## config.mk

```make
export PLATFORM = sky130hd
export DESIGN_NAME = aes_key_expand_rk10
export DESIGN_NICKNAME = d
export VERILOG_FILES = /design/src/rtl/aes_key_expand_rk10.sv
export SDC_FILE = /design/constraint.sdc
export NUM_CORES = 2
export LEC_CHECK = 0
export BUFFER_PORTS_ARGS = -buffer_cell sky130_fd_sc_hd__buf_4
export CAP_MARGIN = 0
export CORE_ASPECT_RATIO = 0.8
export CORE_MARGIN = 3
export CORE_UTILIZATION = 60
export CTS_BUF_LIST = sky130_fd_sc_hd__clkbuf_4
export CTS_CLUSTER_DIAMETER = 30
export CTS_CLUSTER_SIZE = 12
export DETAILED_ROUTE_END_ITERATION = 6
export PLACE_DENSITY = 0.81
export REMOVE_ABC_BUFFERS = 1
export SKIP_LAST_GASP = 1
export SLEW_MARGIN = 30
export SYNTH_ARGS = -nofsm -noshare
export SYNTH_HDL_FRONTEND = slang
export SYNTH_SLANG_ARGS = --single-unit
```

## constraint.sdc

```tcl
create_clock -name clk -period 32.1 [get_ports clk]
set_input_delay 1.605 -clock clk [delete_from_list [all_inputs] [get_ports clk]]
set_output_delay 1.605 -clock clk [all_outputs]
set_load 0.03 [all_outputs]
```

## src/rtl/aes_key_expand_rk10.sv

```systemverilog
// Iterative AES-128 forward key schedule producing round key 10 for the decrypt core.
// Optional tap ports (round_key_tap, round_key_idx) are enabled by the macro AES_KEY_TAP_EN.

module aes_key_sbox (
   input  logic [7:0] din,
   output logic [7:0] dout
);

   // GF(2^8) multiply modulo x^8+x^4+x^3+x+1.
   function automatic logic [7:0] gf_mul(input logic [7:0] a, input logic [7:0] b);
      logic [7:0] p;
      logic [7:0] aa;
      p  = 8'h00;
      aa = a;
      for (int i = 0; i < 8; i++) begin
         if (b[i]) begin
            p = p ^ aa;
         end else begin
            p = p;
         end
         aa = {aa[6:0], 1'b0} ^ (aa[7] ? 8'h1B : 8'h00);
      end
      return p;
   endfunction

   // Multiplicative inverse as x^254 (maps 0 to 0), then the FIPS-197 affine transform.
   function automatic logic [7:0] sbox(input logic [7:0] x);
      logic [7:0] r;
      logic [7:0] s;
      logic [7:0] b;
      r = 8'h01;
      s = x;
      for (int i = 0; i < 7; i++) begin
         s = gf_mul(s, s);
         r = gf_mul(r, s);
      end
      b = r;
      return b ^ {b[6:0], b[7]} ^ {b[5:0], b[7:6]} ^ {b[4:0], b[7:5]} ^ {b[3:0], b[7:4]} ^ 8'h63;
   endfunction

   // Purely combinational substitution.
   always_comb begin
      dout = sbox(din);
   end

endmodule

module aes_key_expand_rk10 #(
   parameter int NR = 10
) (
   input  logic         clk,
   input  logic         reset_n,
   input  logic [127:0] cipher_key,
   input  logic         key_new_en,
   input  logic         EN,
   output logic [127:0] round_key_10,
   output logic         key_ready,
   output logic         busy
`ifdef AES_KEY_TAP_EN
   ,
   output logic [127:0] round_key_tap,
   output logic [3:0]   round_key_idx
`endif
);

   typedef enum logic [1:0] {
      IDLE   = 2'd0,
      EXPAND = 2'd1,
      DONE   = 2'd2
   } state_t;

   localparam logic [3:0] LAST_CNT = 4'(NR - 1);

   state_t         state_r, state_s;
   logic [3:0]     cnt_r, cnt_s;
   logic [7:0]     rcon_r, rcon_s;
   logic [127:0]   key_r, key_s;
   logic [127:0]   rk10_r, rk10_s;
   logic           key_ready_r, key_ready_s;
   logic           busy_r, busy_s;

   logic [31:0]    w0_s, w1_s, w2_s, w3_s;
   logic [31:0]    sub_s, temp_s;
   logic [31:0]    n0_s, n1_s, n2_s, n3_s;
   logic [127:0]   next_key_s;

   function automatic logic [7:0] xtime(input logic [7:0] v);
      return {v[6:0], 1'b0} ^ (v[7] ? 8'h1B : 8'h00);
   endfunction

   assign w0_s = key_r[127:96];
   assign w1_s = key_r[95:64];
   assign w2_s = key_r[63:32];
   assign w3_s = key_r[31:0];

   // SubWord(RotWord(w3)): byte k of the rotated word is byte k+1 of w3.
   aes_key_sbox u_sbox0 (.din(w3_s[23:16]), .dout(sub_s[31:24]));
   aes_key_sbox u_sbox1 (.din(w3_s[15:8]),  .dout(sub_s[23:16]));
   aes_key_sbox u_sbox2 (.din(w3_s[7:0]),   .dout(sub_s[15:8]));
   aes_key_sbox u_sbox3 (.din(w3_s[31:24]), .dout(sub_s[7:0]));

   assign temp_s     = sub_s ^ {rcon_r, 24'h000000};
   assign n0_s       = w0_s ^ temp_s;
   assign n1_s       = w1_s ^ n0_s;
   assign n2_s       = w2_s ^ n1_s;
   assign n3_s       = w3_s ^ n2_s;
   assign next_key_s = {n0_s, n1_s, n2_s, n3_s};

   // Next-state and datapath update; EN=0 holds every register.
   always_comb begin
      state_s     = state_r;
      cnt_s       = cnt_r;
      rcon_s      = rcon_r;
      key_s       = key_r;
      rk10_s      = rk10_r;
      key_ready_s = key_ready_r;
      busy_s      = busy_r;
      if (EN) begin
         case (state_r)
            IDLE, DONE: begin
               if (key_new_en) begin
                  key_s       = cipher_key;
                  cnt_s       = 4'd0;
                  rcon_s      = 8'h01;
                  busy_s      = 1'b1;
                  key_ready_s = 1'b0;
                  state_s     = EXPAND;
               end else begin
                  state_s     = state_r;
               end
            end
            EXPAND: begin
               key_s  = next_key_s;
               cnt_s  = cnt_r + 4'd1;
               rcon_s = xtime(rcon_r);
               if (cnt_r == LAST_CNT) begin
                  rk10_s      = next_key_s;
                  key_ready_s = 1'b1;
                  busy_s      = 1'b0;
                  state_s     = DONE;
               end else begin
                  state_s     = EXPAND;
               end
            end
            default: begin
               state_s = IDLE;
            end
         endcase
      end else begin
         state_s = state_r;
      end
   end

   // State and datapath registers.
   always_ff @(posedge clk or negedge reset_n) begin
      if (!reset_n) begin
         state_r     <= IDLE;
         cnt_r       <= 4'd0;
         rcon_r      <= 8'h01;
         key_r       <= 128'd0;
         rk10_r      <= 128'd0;
         key_ready_r <= 1'b0;
         busy_r      <= 1'b0;
      end else begin
         state_r     <= state_s;
         cnt_r       <= cnt_s;
         rcon_r      <= rcon_s;
         key_r       <= key_s;
         rk10_r      <= rk10_s;
         key_ready_r <= key_ready_s;
         busy_r      <= busy_s;
      end
   end

   assign round_key_10 = rk10_r;
   assign key_ready    = key_ready_r;
   assign busy         = busy_r;

`ifdef AES_KEY_TAP_EN
   assign round_key_tap = key_r;
   assign round_key_idx = cnt_r;
`endif

endmodule

```

Yosys cells after proc, flatten, opt, wreduce, memory -nomap -nowiden

Cells that the tools add are included.

Register bits after elaboration: 272
Output and inout port bits: 130
Input port bits: 132
Word-level logic and storage cells: 1,630

Equal/unequal tests: 5
Reductions and logical operators: 7
Bitwise logic cells: 782
Muxes and demuxes: 828
Add/sub/neg operators: 1

Operator list:

| operator                                                      | number |
|---|---|
| 8-bit XOR                                                     | 744 |
| 8-bit two-way mux                                             | 421 |
| 5-bit two-way mux                                             | 369 |
| 128-bit case mux with 2 select lines                          | 1 |
| 32-bit XOR                                                    | 5 |
| 128-bit two-way mux                                           | 1 |
| 7-bit two-way mux                                             | 4 |
| 1-bit inverter, first input constant                          | 28 |
| 6-bit two-way mux                                             | 4 |
| 4-bit two-way mux                                             | 5 |
| 4-bit inverter                                                | 4 |
| 8-bit case mux with 2 select lines                            | 1 |
| 2-bit two-way mux                                             | 6 |
| 3-bit two-way mux                                             | 4 |
| 1-bit two-way mux                                             | 8 |
| 4-bit case mux with 2 select lines                            | 1 |
| 8-bit by 5-bit XOR with 8-bit output                          | 1 |
| 3-bit AND reduction                                           | 2 |
| 4-bit by 1-bit adder with 4-bit output, second input constant | 1 |
| 4-bit equality test, second input constant                    | 1 |
| 2-bit inequality test, second input constant                  | 2 |
| 1-bit case mux with 2 select lines                            | 2 |
| 2-bit case mux with 2 select lines                            | 1 |
| 4-bit AND reduction                                           | 1 |
| 6 further kinds                                               | 6 |

Logic depth before layout (Yosys ltp)

Word-level depth: 138
Depth in mapped cells: 67
Depth with buffers taken out: 55

By module

From an unflattened synthesis, not the netlist that was laid out.

Cells, all modules: 9,137
Area total of the unflattened synthesis: 74,338.8 sq um

By module, submodules not included:

| module              | seq. area each (sq um) | cells an instance | instances | area each (sq um) |
|---|---|---|---|---|
| aes_key_sbox        | 0.0                    | 1,942             | 4         | 15,220.8 |
| aes_key_expand_rk10 | 6,807.8                | 1,369             | 1         | 13,455.4 |

Least setup slack after synthesis

No wires, ideal clock.

Path kind: register to register
From: reg key_r[8]
To: reg key_r[22]
Library setup time: 0.104 ns
Data arrival time: 15.311 ns
Period minus slack after synthesis: 15.415 ns
Slack: 16.685 ns
Stages on the path, launching flop included: 63
Buffers on the path: 12
Data required time: 31.996 ns
Cells stage by stage: dfrtp_1 > ha_1 > buf_4 > nand2_1 > xor2_1 > inv_1 > clkbuf_1 > clkbuf_1 > clkbuf_1 > ha_1 > clkbuf_1 > nand2_1 > xor2_1 > xnor2_1 > clkbuf_1 > clkinv_1 > buf_1 > buf_2 > (+27 left out) > xnor3_2 > nand2b_1 > xnor2_1 > xnor3_2 > xnor2_4 > xnor3_1 > xnor2_4 > xnor3_1 > nand2_1 > xnor3_1 > xnor2_2 > xnor2_2 > xnor2_4 > xnor2_1 > xnor2_2 > xor2_1 > o21ai_1 > a221oi_1

Cells in the longest elaborated chain, start to end: 134
Elaborated cells between the ends (all ways): 389
Those cells by class: 197 x mux; 192 x bitwise

RTL lines:

| what                                     | RTL line | text |
|---|---|---|
| start, declared                          | 77       | `logic [127:0] key_r, key_s;` |
| start signal, assigned                   | 168      | `key_r <= key_s;` |
| 8-bit two-way mux                        | 16       | `if (b[i]) begin` |
| 8-bit XOR                                | 17       | `p = p ^ aa;` |
| 8-bit two-way mux                        | 16       |  |
| 8-bit XOR                                | 17       |  |
| 8-bit two-way mux                        | 16       |  |
| 8-bit XOR                                | 17       |  |
| 8-bit two-way mux                        | 16       |  |
| 8-bit XOR                                | 17       |  |
| (+118 left out)                          | --       |  |
| 8-bit XOR (*)                            | 38       | `return b ^ {b[6:0], b[7]} ^ {b[5:0], b[7:6]} ^ {b[4:0], b[7:5]} ^ {b[3:0], b[7:4]} ^ 8'h63;` |
| 4-bit inverter (no line) (*)             | --       |  |
| 32-bit XOR (*)                           | 102      | `assign temp_s = sub_s ^ {rcon_r, 24'h000000};` |
| 32-bit XOR (*)                           | 103      | `assign n0_s = w0_s ^ temp_s;` |
| 32-bit XOR (*)                           | 104      | `assign n1_s = w1_s ^ n0_s;` |
| 32-bit XOR (*)                           | 105      | `assign n2_s = w2_s ^ n1_s;` |
| 32-bit XOR (*)                           | 106      | `assign n3_s = w3_s ^ n2_s;` |
| 128-bit case mux with 2 select lines (*) | 119      | `case (state_r)` |

Mark *: on every way between the ends. The rest lies on a longest branch, timed or not.
A chain may end at the register's enable or synchronous reset.

Final worst setup path

From: reg key_r[15]
To: reg key_r[21]

Cells in the longest elaborated chain, start to end: 135
Elaborated cells between the ends (all ways): 392
Those cells by class: 200 x mux; 192 x bitwise

RTL lines:

| what                                                          | RTL line |
|---|---|
| 5-bit two-way mux / 8-bit two-way mux (equally long branches) | 21, 16 |
| 8-bit XOR (on tied branches)                                  | 21, 17 |
| 8-bit XOR / 8-bit two-way mux (equally long branches)         | 17, 16 |
| 8-bit two-way mux / 8-bit XOR (equally long branches)         | 16, 17 |
| 8-bit XOR / 8-bit two-way mux (equally long branches)         | 17, 16 |
| 8-bit two-way mux / 8-bit XOR (equally long branches)         | 16, 17 |
| 8-bit XOR / 8-bit two-way mux (equally long branches)         | 17, 16 |
| 8-bit two-way mux / 8-bit XOR (equally long branches)         | 16, 17 |
| (+119 left out)                                               | -- |
| 8-bit XOR (*)                                                 | 38 |
| 4-bit inverter (no line) (*)                                  | -- |
| 32-bit XOR (*)                                                | 102 |
| 32-bit XOR (*)                                                | 103 |
| 32-bit XOR (*)                                                | 104 |
| 32-bit XOR (*)                                                | 105 |
| 32-bit XOR (*)                                                | 106 |
| 128-bit case mux with 2 select lines (*)                      | 119 |

Marks and branches as above.

==> summary.txt <==
Route
  – Antenna-violating nets left: 0
  – Routed WL: 217,000 um
  – DRC violations left: 0
  – Iteration-0 DRC Markers: 8,224
  – Vias: 66,562
  – Vias per inst: 6.37
  – DR WL/cell: 20.8 um
  – First-pass DRT Iterations: 6

Clock network
  – Hold buffer count at CTS: 0
  – Root Driver: clkbuf_4
  – Htree depth: 2
  – Clk_lat worst skew: 0.95 ns
  – Reg clk slew, reported paths: 0.11 ns
  – Clock Path Buffers: 3
  – CTS tree: done
  – Post-CTS resize count: 0
  – CTS sink count: 272
  – Total CTS buffers: 50
  – Post-CTS Setup Bufs: 0

Synthesis
  – Main synth FF type: dfrtp_1
  – Mux share of post-synthesis cell area: 4.85%
  – Avg Cell Area, Syn: 7.86 um^2
  – Simple-Gate Fraction of Synth Area: 18.2%
  – Synth warn: 0
  – Post-synthesis adder-cell area fraction: 0.445%
  – Mapped Area: 70,300 um^2
  – Sequential area share after synthesis: 9.68%
  – Combinational family with the most area after synthesis: XOR/XNOR gates
  – Compound-gate portion of the synthesized area: 17.6%
  – Seq cells post-synth: 272
  – Netlist cell types: 147
  – Async set-reset flop share out of synthesis: 100%
  – Xor-xnor portion of the synthesized cell area: 43.4%
  – Post-synth EDFFs: 0
  – Cells after Synth: 8,955

Final layout
  – Commonest non-fill, non-tap cell in the layout: xnor2_1
  – Commonest non-fill, non-tap cells in the layout: xnor2_1 (1,611), nor2_1 (1,175), nand2_1 (968)
  – Fin cells: 10,448
  – Layout cell share with drive strength beyond 1: 12.8%
  – Cell area after layout: 74,000 um^2
  – Final nets: 9,030
  – Area growth from synthesis to layout: 5.18%

Floorplan
  – Die area: 121,000 um^2
  – Die width: 389 um
  – Starting Density: 61.0%
  – Core Region: 115,000 um^2
  – Die height: 312 um
  – I/O pin cnt: 262
  – # rows: 111

Status
  – Status: complete, no violations

Critical path
  – Reg-to-reg startpoint: key_r[15]
  – R2R depth: 55
  – CP endpoint kind: flip-flop
  – Worst R2R End: key_r[21]
  – CP most frequent cell: xnor2_1
  – Slowest cell on the critical path: dfrtp_1
  – Worst setup path category: reg2reg
  – CP Data Required Time: 32.98 ns
  – Flop2flop setup slack: 12.53 ns
  – Arrival @ worst endpoint: 20.44 ns
  – Critical path startpoint category: flip-flop
  – Crit-path max FO: 26
  – Max incr delay on CP: 0.82 ns

Min path
  – Hold crit path type: reg2reg
  – Hold Path Origin: round_key_10[38]
  – Hold Path Sink: round_key_10[38]
  – Hold path cells: 2

STA
  – Slew headroom: 32.1%
  – RSZ-0062 raised after global routing: no
  – Min Clock Period, post-route: 19.57 ns
  – Final setup viols: 0
  – Clock Skews: 0.148 ns
  – Hold Fails Final Rpt: 0
  – Fmax: 51.1 MHz
  – Setup TNS: 0 ns
  – Fin crit share: 61.0%
  – Worst slew pin tran: 1.02 ns
  – Fin. max-slew vios: 0

Placement
  – Buffers added on ports: 261
  – Post-place instance area: 72,900 um^2
  – Placed Instances: 10,349
  – RD Place Congestion: 0.988
  – Hpwl dp: 159,000 um

Job
  – Max-cap violation count: 0

GRT
  – First-pass GRT wire length: 343,000 um
  – Grt ovf: 0
  – GRT Total Usage: 34.1%
  – Vias in the first global route: 61,980
  – Largest net degree at the start of global routing: 186
  – Initial antenna violation count: 6
[per-layer routing]
| layer | vias to the layer above | GRT usage [%] | part of all wire, % |
|---|---|---|---|
| li1 | 30606 | - | - |
| met1 | 31805 | 49.6 | 43 |
| met2 | 3714 | 51.0 | 43 |
| met3 | 429 | 6.74 | 12 |
| met4 | 8 | 9.58 | 2.9 |
| met5 | - | 0 | 0.026 |
[worst max-delay path, delay by kind of cell, from the launching register on]
kind / cells / cell delay (ns)
and+or+nand+nor: 9 / 1.27
AOI/OAI and AO/OA: 5 / 1.04
adders and majority gates: 3 / 1.59
DFF: 1 / 0.82
buffers and inverters: 3 / 1.25
xor gates and xnor gates: 35 / 13.50
[flip-flops by register name, summed over array words and instances, names as in the netlist]
| name | count |
|---|---|
| key_ready | 1 |
| key_r | 128 |
| round_key_10 | 128 |
| busy | 1 |
| state_r | 2 |
| rcon_r | 8 |
| cnt_r | 4 |
[cell usage after synthesis (37+ instances only)]
cell type,n,area (um^2)
a211oi_1,77,578
a21oi_1,549,2750
a22oi_1,67,503
a31oi_1,111,694
and2_1,52,325
buf_2,104,521
clkbuf_1,358,1340
clkbuf_8,86,1180
dfrtp_1,271,6780
inv_1,104,390
mux2_2,94,1060
mux2i_1,219,2190
nand2_1,969,3640
nand2b_1,59,369
nand3_1,195,976
nor2_1,1180,4430
nor2b_1,51,319
nor3_1,200,1000
o211ai_1,53,398
o21ai_0,469,2350
o21ai_1,37,185
o22ai_1,130,813
xnor2_1,1674,14700
xnor2_2,103,1680
xnor3_1,277,6240
xnor3_2,37,880
xor2_1,449,3930
xor2_2,40,651
xor3_1,46,1090
[metrics by stage]
step / hold slack, ns / util (%) / setup slack (ns)
final: 0.494 / 64.1 / 12.53
after global routing: 0.522 / 64.1 / 11.48
after CTS: 0.497 / 63.9 / 12.95
after detailed placement: 0.470 / 63.1 / 12.95
after global placement: 0.464 / 63.0 / 12.85
after floorplan: 0.464 / - / 12.70
[area by class of cell]
cell class              count  area, um^2
inverters                 121         454
flip-flops and latches    272        6810
clock inverters            39         452
diodes                      5        12.5
well taps                1525        1910
repair buffers            498        3780
fillers                  9876       41400
clock buffers              54         405
multi-input cells        7934       60200
[cells by family (layout without fill, tap and decap cells)]
group	count (synthesis)	after routing
buffers and inverters	749	712
and+or+nand+nor	2957	2957
adders and majority gates	26	26
other	0	5
AOI/OAI and AO/OA	1949	1949
DFF	272	272
muxes	323	323
xor gates and xnor gates	2679	2679
[worst max path at each step]
stage                    from               end  depth (start not counted)
floorplan           key_r[31]   round_key_10[4]                         48
global placement    key_r[31]          key_r[6]                         53
detailed placement  key_r[11]  round_key_10[21]                         54
CTS                 key_r[15]         key_r[21]                         54
global route        key_r[15]         key_r[21]                         55
finish              key_r[15]         key_r[21]                         55
Power is not shown: default switching activity piles up to over one toggle a cycle in this logic, so the estimate is an artifact.
